### src/rtl/afu_pkg.sv
// Shared definitions for the PSL job/MMIO accelerator function unit.
// Latency: n/a (types, constants and a parity helper only).
// Backpressure: n/a.
package afu_pkg;

    // Job control command codes seen on ha_jcom.
    localparam logic [7:0] CMD_RESET = 8'h80;
    localparam logic [7:0] CMD_START = 8'h90;

    // Job state machine.
    typedef enum logic [1:0] {
        ST_IDLE    = 2'd0,
        ST_RUNNING = 2'd1,
        ST_DONE    = 2'd2
    } job_state_t;

    // Per-process register doubleword indices.
    localparam int REG_CTRL     = 0;
    localparam int REG_WED      = 1;
    localparam int REG_CNT      = 2;
    localparam int REG_SCRATCH0 = 3;

    // AFU descriptor returned at config-space doubleword 0.
    localparam logic [63:0] AFU_DESC = 64'h0000_0001_0001_8010;

    // Odd parity: the returned bit makes the total count of ones odd.
    // Narrower operands are zero-extended by the caller, which does not
    // change the XOR reduction.
    function automatic logic odd_parity(input logic [63:0] d);
        return ~^d;
    endfunction

endpackage

### src/rtl/afu_mmio_regs.sv
// Per-process register file: WED, RUNNING-cycle counter, scratch regs, read mux.
// Latency: writes land on the next rising edge; the read mux is combinational.
// Backpressure: none, every write strobe is taken in the cycle it is presented.
//
// Ports: clock/reset_n; clr (synchronous clear of all state); wed_load/wed_in;
// cnt_clr/cnt_inc; wr_en/wr_full/wr_lo/wr_idx/wr_data (write port, 32-bit
// writes carry their payload in wr_data[32:63]); rd_idx -> rd_data.
module afu_mmio_regs
    import afu_pkg::*;
#(
    parameter int NUM_REGS = 16
) (
    input  logic                        clock,
    input  logic                        reset_n,
    input  logic                        clr,
    input  logic                        wed_load,
    input  logic [0:63]                 wed_in,
    input  logic                        cnt_clr,
    input  logic                        cnt_inc,
    input  logic                        wr_en,
    input  logic                        wr_full,
    input  logic                        wr_lo,
    input  logic [$clog2(NUM_REGS)-1:0] wr_idx,
    input  logic [0:63]                 wr_data,
    input  logic [$clog2(NUM_REGS)-1:0] rd_idx,
    output logic [0:63]                 rd_data
);

    localparam int IDX_W = $clog2(NUM_REGS);

    logic [0:63] wed;
    logic [0:63] cnt;
    // Entries below REG_SCRATCH0 are never written and are trimmed away.
    logic [0:63] scratch [NUM_REGS];

    always_ff @(posedge clock or negedge reset_n) begin
        if (!reset_n) begin
            wed <= '0;
            cnt <= '0;
            for (int i = 0; i < NUM_REGS; i++) scratch[i] <= '0;
        end else if (clr) begin
            wed <= '0;
            cnt <= '0;
            for (int i = 0; i < NUM_REGS; i++) scratch[i] <= '0;
        end else begin
            if (wed_load) wed <= wed_in;

            // Counter wraps naturally at 2^64.
            if (cnt_clr)      cnt <= '0;
            else if (cnt_inc) cnt <= cnt + 64'd1;

            // Control, WED and counter are not writable storage.
            if (wr_en && (wr_idx >= IDX_W'(REG_SCRATCH0))) begin
                if (wr_full)    scratch[wr_idx]        <= wr_data;
                else if (wr_lo) scratch[wr_idx][32:63] <= wr_data[32:63];
                else            scratch[wr_idx][0:31]  <= wr_data[32:63];
            end
        end
    end

    always_comb begin
        rd_data = '0;
        case (rd_idx)
            IDX_W'(REG_CTRL): rd_data = '0;   // done strobe is write-only
            IDX_W'(REG_WED):  rd_data = wed;
            IDX_W'(REG_CNT):  rd_data = cnt;
            default:          rd_data = scratch[rd_idx];
        endcase
    end

endmodule

### src/rtl/mmio_job_afu.sv
// PSL accelerator function unit: job FSM (IDLE/RUNNING/DONE) plus MMIO slave.
// Latency: every MMIO access is acked with data exactly one cycle after ha_mmval.
// Backpressure: none; the PSL guarantees an idle cycle between MMIO accesses.
//
// Ports: clock/reset_n; MMIO request ha_mm* and response ah_mmack/ah_mmdata/
// ah_mmdatapar; job command ha_jval/ha_jcom/ha_jcompar/ha_jea and status
// ah_jrunning/ah_jdone/ah_jerror; constant ah_jcack/ah_jyield/ah_tbreq/ah_paren.
// Vectors use PSL big-endian numbering: bit 0 is the MSB.
module mmio_job_afu
    import afu_pkg::*;
#(
    parameter int NUM_REGS  = 16,
    parameter int PARITY_EN = 1
) (
    input  logic        clock,
    input  logic        reset_n,

    input  logic        ha_mmval,
    input  logic        ha_mmcfg,
    input  logic        ha_mmrnw,
    input  logic        ha_mmdw,
    input  logic [0:23] ha_mmad,
    input  logic        ha_mmadpar,
    input  logic [0:63] ha_mmdata,
    input  logic        ha_mmdatapar,
    output logic        ah_mmack,
    output logic [0:63] ah_mmdata,
    output logic        ah_mmdatapar,

    input  logic        ha_jval,
    input  logic [0:7]  ha_jcom,
    input  logic        ha_jcompar,
    input  logic [0:63] ha_jea,
    output logic        ah_jrunning,
    output logic        ah_jdone,
    output logic [0:63] ah_jerror,
    output logic        ah_jcack,
    output logic        ah_jyield,
    output logic        ah_tbreq,
    output logic        ah_paren
);

    localparam int   IDX_W  = $clog2(NUM_REGS);
    localparam logic PAR_EN = (PARITY_EN != 0);

    assign ah_jcack  = 1'b0;
    assign ah_jyield = 1'b0;
    assign ah_tbreq  = 1'b0;
    assign ah_paren  = PAR_EN;

    job_state_t state;
    logic       err_cmd;   // sticky: rejected job command (bit 62)
    logic       err_par;   // sticky: dropped MMIO write on parity (bit 63)

    // ---------------- job command decode ----------------
    logic cmd_par_ok, cmd_ok, cmd_rej, do_reset, do_start;
    assign cmd_par_ok = !PAR_EN || (ha_jcompar == odd_parity({56'b0, ha_jcom}));
    assign cmd_ok     = ha_jval && cmd_par_ok;
    assign cmd_rej    = ha_jval && !cmd_par_ok;
    assign do_reset   = cmd_ok && (ha_jcom == CMD_RESET);
    assign do_start   = cmd_ok && (ha_jcom == CMD_START) && (state == ST_IDLE);

    // ---------------- MMIO decode ----------------
    logic [IDX_W-1:0] mm_idx;
    logic             hi_zero, cfg_idx0, mm_par_ok, mm_wr, wr_bad, wr_ok;
    logic             done_bit, do_done;

    assign mm_idx    = ha_mmad[23-IDX_W:22];
    assign hi_zero   = (ha_mmad[0:22-IDX_W] == '0);
    assign cfg_idx0  = (ha_mmad[0:22] == '0);
    assign mm_par_ok = !PAR_EN ||
                       ((ha_mmadpar   == odd_parity({40'b0, ha_mmad})) &&
                        (ha_mmdatapar == odd_parity(ha_mmdata)));
    assign mm_wr     = ha_mmval && !ha_mmrnw;
    assign wr_bad    = mm_wr && !mm_par_ok;
    // A RESET in the same cycle wins over any register write.
    assign wr_ok     = mm_wr && mm_par_ok && !ha_mmcfg && hi_zero && !do_reset;

    // Bit 63 of the written value: a 32-bit write only reaches it through the
    // low half (ha_mmad[23]=1), which takes ha_mmdata[32:63] unshifted.
    assign done_bit  = ha_mmdata[63] && (ha_mmdw || ha_mmad[23]);
    assign do_done   = wr_ok && (mm_idx == IDX_W'(REG_CTRL)) && done_bit &&
                       (state == ST_RUNNING);

    logic err_cmd_nxt, err_par_nxt;
    assign err_cmd_nxt = !do_reset && (err_cmd || cmd_rej);
    assign err_par_nxt = !do_reset && (err_par || wr_bad);

    // ---------------- register file ----------------
    logic [0:63] reg_rd;

    afu_mmio_regs #(.NUM_REGS(NUM_REGS)) u_regs (
        .clock    (clock),
        .reset_n  (reset_n),
        .clr      (do_reset),
        .wed_load (do_start),
        .wed_in   (ha_jea),
        .cnt_clr  (do_start),
        .cnt_inc  (state == ST_RUNNING),
        .wr_en    (wr_ok),
        .wr_full  (ha_mmdw),
        .wr_lo    (ha_mmad[23]),
        .wr_idx   (mm_idx),
        .wr_data  (ha_mmdata),
        .rd_idx   (mm_idx),
        .rd_data  (reg_rd)
    );

    // ---------------- read data path ----------------
    logic [0:63] rd_base, rd_sel, rd_nxt;

    always_comb begin
        rd_base = '0;
        if (ha_mmcfg) begin
            if (cfg_idx0) rd_base = AFU_DESC;
        end else if (hi_zero) begin
            rd_base = reg_rd;
        end

        // 32-bit reads replicate the addressed half into both halves.
        if (ha_mmdw)          rd_sel = rd_base;
        else if (ha_mmad[23]) rd_sel = {rd_base[32:63], rd_base[32:63]};
        else                  rd_sel = {rd_base[0:31],  rd_base[0:31]};

        rd_nxt = (ha_mmval && ha_mmrnw) ? rd_sel : '0;
    end

    // ---------------- FSM and registered outputs ----------------
    always_ff @(posedge clock or negedge reset_n) begin
        if (!reset_n) begin
            state        <= ST_IDLE;
            err_cmd      <= 1'b0;
            err_par      <= 1'b0;
            ah_jrunning  <= 1'b0;
            ah_jdone     <= 1'b0;
            ah_jerror    <= '0;
            ah_mmack     <= 1'b0;
            ah_mmdata    <= '0;
            ah_mmdatapar <= 1'b0;
        end else begin
            ah_mmack     <= ha_mmval;
            ah_mmdata    <= rd_nxt;
            ah_mmdatapar <= PAR_EN && odd_parity(rd_nxt);

            err_cmd      <= err_cmd_nxt;
            err_par      <= err_par_nxt;

            // jdone/jerror are single-cycle pulses by default.
            ah_jdone     <= 1'b0;
            ah_jerror    <= '0;

            if (do_reset) begin
                state       <= ST_IDLE;
                ah_jrunning <= 1'b0;
                ah_jdone    <= 1'b1;
            end else begin
                case (state)
                    ST_IDLE: begin
                        if (do_start) begin
                            state       <= ST_RUNNING;
                            ah_jrunning <= 1'b1;
                        end
                    end
                    ST_RUNNING: begin
                        if (do_done) begin
                            state       <= ST_DONE;
                            ah_jrunning <= 1'b0;
                            ah_jdone    <= 1'b1;
                            ah_jerror   <= {62'b0, err_cmd_nxt, err_par_nxt};
                        end
                    end
                    default: ;
                endcase
            end
        end
    end

endmodule
### config.mk
export PLATFORM = sky130hd
export DESIGN_NAME = mmio_job_afu
export DESIGN_NICKNAME = d
export VERILOG_FILES = /design/src/rtl/afu_pkg.sv /design/src/rtl/afu_mmio_regs.sv /design/src/rtl/mmio_job_afu.sv
export SDC_FILE = /design/constraint.sdc
export NUM_CORES = 2
export LEC_CHECK = 0
export BUFFER_PORTS_ARGS = -buffer_cell sky130_fd_sc_hd__buf_2
export CAP_MARGIN = 40
export CORE_AREA = 3 3 230 457
export DETAILED_ROUTE_END_ITERATION = 7
export DIE_AREA = 0 0 233 460
export PLACE_DENSITY = 0.67
export SLEW_MARGIN = 20
export SYNTH_ARGS = -nofsm -noshare
export SYNTH_HDL_FRONTEND = slang
export SYNTH_SLANG_ARGS = --single-unit
### constraint.sdc
create_clock -name clock -period 4.3 [get_ports clock]
set_input_delay 0.215 -clock clock [delete_from_list [all_inputs] [get_ports clock]]
set_output_delay 0.215 -clock clock [all_outputs]
set_load 0.1 [all_outputs]
* Word-level counts from Yosys, hierarchy flattened *
Index checks and enable logic that the tools add are counted.

word-level totals
  register bits after elaboration = 1,288
  bits of input ports = 170
  output and inout bits = 136
  logic and storage cells = 126

cells by class
  add/subtract/negate cells = 1
  $lt $le $gt $ge = 3
  equal/unequal tests = 10
  multiplexer cells = 42
  bitwise logic cells = 1
  reductions and logical operators = 42

operator list
  cell                   count
  $mux 1024              4
  $bwmux 1024            3
  $mux 64                15
  $demux 64 s4           3
  $bmux 64 s4            1
  $reduce_xnor 64->1     4
  $pmux 64 s3            1
  $add 64x1->64 const B  1
  $mux 33                1
  $mux 32                1
  $logic_not 23->1       1
  $logic_and 1x1->1      21
  $logic_not 19->1       1
  $eq 8x8->1 const B     2
  $mux 2                 5
  $mux 1                 6
  $ne 3x3->1 const B     2
  $reduce_bool 3->1      2
  $ge 5x5->1 const B     1
  $logic_not 1->1        5
  $lt 5x1->1 const B     1
  $not 4->5              1
  $eq 4x1->1 const B     1
  $eq 4x2->1 const B     1
  other kinds (10)       15

* Logic depth before layout (Yosys ltp) *
  word-level depth = 13
  gate-level depth with buffers = 19
  gate-level depth less buffers = 13

* Cells and area by module *
From an unflattened synthesis, not the netlist that was laid out.

unflattened totals
  cell total of the unflattened synthesis = 4,789
  area, all modules = 50,796.2 sq um

modules (own cells, without submodules)
  module         instances  cells each  area an instance (sq um)  seq. area each (sq um)
  afu_mmio_regs  1          4,143       45,218.4                  24,023.0
  mmio_job_afu   1          646         5,577.8                   1,826.8

* Least setup slack after synthesis *
Ideal clock, no wire load.

  kind = input to register
  from = input ha_mmad[22] (netlist name)
  to = register ah_mmdatapar
  setup time = 0.134 ns
  arrival time = 3.209 ns
  required time = 4.166 ns
  slack = 0.957 ns
  stages = 14
  buffers on the path = 4
  path through = buf_6 > buf_12 > buf_8 > buf_8 > mux4_2 > mux4_2 > nand2_1 > xnor2_1 > xnor2_1 > xnor2_1 > nand4_1 > xnor2_2 > xnor3_1 > xnor3_1

on the way
  word-level cells in the longest chain between the ends = 11
  elaborated cells on any way between the ends = 16
  those cells by class = 2 x eq/ne; 10 x mux; 1 x bitwise; 3 x reduce/logical

ends and longest elaborated chain
  what                                         line                 source
  start, declared                              mmio_job_afu.sv:22   input logic [0:23] ha_mmad,
  $not 4->5 (not written as such)              afu_mmio_regs.sv:67  default: rd_data = scratch[rd_idx];
  $bmux 64 s4                                  afu_mmio_regs.sv:67
  $mux 64 (not written as such) (2 in series)  afu_mmio_regs.sv:67
  $pmux 64 s3                                  afu_mmio_regs.sv:63  case (rd_idx)
  $mux 64                                      mmio_job_afu.sv:116  end else if (hi_zero) begin
  $mux 64 *                                    mmio_job_afu.sv:114  if (ha_mmcfg) begin
  $mux 64                                      mmio_job_afu.sv:122  else if (ha_mmad[23]) rd_sel = {rd_base[32:63], rd_base[32:63]};
  $mux 64 *                                    mmio_job_afu.sv:121  if (ha_mmdw) rd_sel = rd_base;
  $mux 64 *                                    mmio_job_afu.sv:125  rd_nxt = (ha_mmval && ha_mmrnw) ? rd_sel : '0;
  $reduce_xnor 64->1 *                         afu_pkg.sv:30        return ~^d;
  end signal, assigned                         mmio_job_afu.sv:143  ah_mmdatapar <= PAR_EN && odd_parity(rd_nxt);
  end, declared                                mmio_job_afu.sv:28   output logic ah_mmdatapar,

Every way passes the cells marked *; elsewhere a longest branch is shown, timed or not. The select of a mux whose other input is x is not followed.
A chain may end at the register's enable or synchronous reset.

* Worst setup path after layout *
  from = input ha_mmdata[33] (netlist name)
  to = register u_regs.scratch[199] (netlist name)

on the way
  word-level cells in the longest chain between the ends = 9

ends and longest elaborated chain
  what                                line                 source
  start, declared                     mmio_job_afu.sv:24   input logic [0:63] ha_mmdata,
  $reduce_xnor 64->1                  afu_pkg.sv:30
  $eq 1x1->1                          mmio_job_afu.sv:73   (ha_mmdatapar == odd_parity(ha_mmdata)));
  $logic_and 1x1->1                   mmio_job_afu.sv:72   ((ha_mmadpar == odd_parity({40'b0, ha_mmad})) &&
  $logic_and 1x1->1 (4 in series)     mmio_job_afu.sv:77   assign wr_ok = mm_wr && mm_par_ok && !ha_mmcfg && hi_zero && !do_reset;
  $logic_and 1x1->1                   afu_mmio_regs.sv:53  if (wr_en && (wr_idx >= IDX_W'(REG_SCRATCH0))) begin
  $reduce_bool 2->1 (no source line)  -
  end signal, assigned by index       afu_mmio_regs.sv:54  if (wr_full) scratch[wr_idx] <= wr_data;
  end signal, assigned by index       afu_mmio_regs.sv:55  else if (wr_lo) scratch[wr_idx][32:63] <= wr_data[32:63];
  end signal, assigned by index       afu_mmio_regs.sv:56  else scratch[wr_idx][0:31] <= wr_data[32:63];
  end, declared                       afu_mmio_regs.sv:34  logic [0:63] scratch [NUM_REGS];

No other way between the ends.

==> impl_metrics.py <==
metrics = {
    "clock_tree": {
        "cts_root_buffer": "clkbuf_16",
        "clk-insertion-delay-late_ns": 0.74,
        "cts_made_buffers": 91,
        "cts_sinks": 1033,
        "clockBufferDepth": 3,
        "h-tree-depth": 3,
        "cts.clk_slew.worst_paths_ns": 0.07,
        "cts_tree": "built",
    },
    "floorplanning": {
        "die_w_um": 233,
        "start_util": 0.494,
        "io_pins": 306,
        "die-height_um": 460,
        "coreArea_um2": 102000,
        "die_area_um2": 107000,
        "rows": 166,
    },
    "yosys": {
        "synth_area_leaders": "dfrtp_1 51%, mux4_2 8.5%, mux2i_1 5.9%",
        "postSynthAreaPerCell_um2": 11.1,
        "ys_seq_area_frac": 0.511,
        "yosys_warnings": 0,
        "synth_cells": 4547,
        "synth_top_area_share": 0.511,
        "netlist_top_cells_count": "1,033 x dfrtp_1, 400 x nor2_1, 387 x o21ai_0",
        "yosysMostFrequentCell": "dfrtp_1",
        "synth_area_um2": 50600,
        "synth-edff-count": 0,
        "ys_ff_latch": 1033,
        "synthDistinctLibCells": 68,
        "ys.flop_type": "dfrtp_1",
        "synthArstFlopShare": 1.00,
        "netlist.top_cell.by_area": "dfrtp_1",
    },
    "sta": {
        "worst_slew_pin_slew_ns": 1.01,
        "finalSetupTns_ns": 0,
        "slew_viol_final": 0,
        "fin_skew_ns": 0.0379,
        "fin_crit_sh": 0.921,
        "max_freq_ghz": 0.252,
        "hold_slack_ns": 0.0366,
        "finalHoldViolCount": 0,
        "setup_viol": 0,
        "period_minus_slack_ns": 3.96,
        "relSlewSlack": 0.326,
        "rsz0062_at_grt": "no",
    },
    "global_routing": {
        "grt_max_degree": 127,
        "antenna_found_initial": 15,
        "grt_most_used_layer": "met2",
        "grt_use_met1": 0.415,
        "grt_pass1_vias": 40400,
        "use_met3": 0.0771,
        "met2_usage": 0.550,
        "grt_pass1_wl_um": 270000,
        "overflow": 0,
        "grt_usage": 0.345,
    },
    "power": {
        "combPwrFrac": 0.108,
        "sw_frac_of_total": 0.264,
        "p_sw_mw": 5.61,
        "p_seq_frac": 0.462,
        "power.density_nw_per_um2": 362,
        "power_mw": 21.3,
        "clockPowerShare": 0.430,
        "p_leak_nw": 28.5,
        "ir_drop_uv": 295,
        "p_int_mw": 15.7,
    },
    "critical_path": {
        "required_ns": 4.87,
        "r2r_start": "u_regs.wed[58]",
        "path_class": "input pin to flop",
        "endpoint": "u_regs.scratch[199]",
        "crit_start": "ha_mmdata[33]",
        "r2r_end": "ah_mmdatapar",
        "rr_worst_depth": 12,
        "crit_arrival_ns": 4.53,
        "rrSetupSlack_ns": 0.45,
        "cp-end-kind": "flop",
        "start_kind": "input pin",
        "crit_fanout": 19,
    },
    "detailed_routing": {
        "first_pass_iters": 8,
        "wl_per_cell_um": 29.6,
        "postRouteAntennaNets": 0,
        "vias": 40500,
        "drc": 0,
        "routed_wl_um": 185000,
        "via_per_inst": 6.46,
        "drt_iter0_drc": 4801,
    },
    "final_layout": {
        "finalInstanceArea_um2": 58800,
        "final_nets": 5019,
        "nFillCells": 8602,
        "syn_to_final_growth_pct": 16.2,
        "drive_above_1_share": 0.210,
    },
    "hold_path": {
        "holdCritStartpoint": "ha_mmdata[49]",
        "holdCritPathClass": "input pin to flop",
    },
    "placement": {
        "dpl_cell_area_um2": 54600,
        "port_buffers": 239,
        "detailed_place_hpwl_um": 129000,
        "gp_congestion": 0.990,
    },
    "run": {
        "maxCapViolCount": 0,
    },
    "status": {
        "outcome": "finished, final reports clean",
    },
}
-- kinds of logic (layout without fill, tap and decap cells) --
kind of cell    Yosys count  after routing  share of synthesized area
compound gates          967            967                      0.127
other cells               2             70                   0.000148
mux                     572            572                      0.162
simple gates           1224           1224                      0.109
buf+inv                 550            858                     0.0540
fa+ha+maj                 6              6                    0.00148
flops                  1033           1033                      0.511
xor+xnor                193            193                     0.0360
-- state kept, by name, indices dropped and copies added (netlist names) --
signal / cells
ah_jdone: 1
ah_jerror: 2
ah_mmack: 1
ah_mmdata: 64
ah_mmdatapar: 1
err_cmd: 1
err_par: 1
state: 2
u_regs.cnt: 64
u_regs.scratch: 832
u_regs.wed: 64
-- worst max-delay path, stage by stage --
cell           delay [ns]
dlygate4sd3_1        0.52
buf_2                0.37
xor2_1               0.14
xnor2_1              0.34
xnor2_1              0.14
xnor2_1              0.44
xnor3_1              0.42
xnor2_1              0.17
buf_4                0.14
and4b_1              0.30
nor3b_1              0.24
buf_4                0.25
nand3_2              0.27
buf_12               0.27
mux2i_1              0.18
nor2_1               0.06
-- cells in the final DEF (no fill, tap or decap), types with 82 or more instances in the layout --
master and count:
clkbuf_16 91, nand3_1 354, o21ai_0 387, mux2i_1 298, buf_4 247, a21oi_1 126, nor2_1 397, mux4_2 190
dlygate4sd3_1 92, xnor2_1 123, nand2_1 273, mux2_2 82, dfrtp_1 1033, buf_2 235, a22o_1 293
-- cell type report --
type	count	area, µm²	share of cell area
Clock buffer	126	2600	0.0442
Multi-Input combinational cell	3028	22600	0.384
Timing Repair Buffer	640	5260	0.0894
Clock inverter	43	674	0.0115
Sequential cell	1033	25800	0.440
Inverter	49	185	0.00315
Antenna cell	4	10.0	0.000170
Tap cell	1344	1680	0.0286
-- through the flow --
stage / setup slack, ns / std cells / utilization
2_1_floorplan: 0.957 / 4611 / -
3_3_place_gp: 0.197 / 5999 / 0.533
3_5_place_dp: 0.156 / 6002 / 0.533
4_1_cts: 0.408 / 6263 / 0.574
5_1_grt: 0.255 / 6264 / 0.574
6_report: 0.339 / 6267 / 0.574
-- worst min path at each step --
| stage | endpoint | slack [ns] | cells after the start |
|---|---|---|---|
| after floorplan | ah_jdone | -0.08 | 0 |
| after global placement | u_regs.scratch[98] | 0.37 | 1 |
| after detailed placement | u_regs.scratch[98] | 0.37 | 1 |
| after CTS | u_regs.scratch[479] | 0.003 | 4 |
| after global routing | u_regs.scratch[479] | 0.04 | 4 |
| final | u_regs.scratch[462] | 0.04 | 4 |
-- metal layers --
| metal | wire length [µm] | part of all wire | up-vias |
|---|---|---|---|
| li1 | - | - | 16800 |
| met1 | 64700 | 0.35 | 20300 |
| met2 | 87100 | 0.47 | 2591 |
| met3 | 17700 | 0.096 | 737 |
| met4 | 15700 | 0.085 | 12 |
| met5 | 88 | 0.00047 | - |
-- power groups by stage --
stage               clock (mW)  sequential (mW)  combinational (mW)
floorplan                    0             10.0                1.27
global placement             0             10.0                2.17
detailed placement           0             10.0                2.19
CTS                       9.20             9.83                2.26
global route              9.57             9.83                2.40
finish                    9.14             9.83                2.29
-- timing repair --
action	CTS	global route
gates resized for setup	0	0
hold endpoints to repair	264	0
hold buffers	92	0
setup buffers	0	0
(Power assumes the default switching activity.)
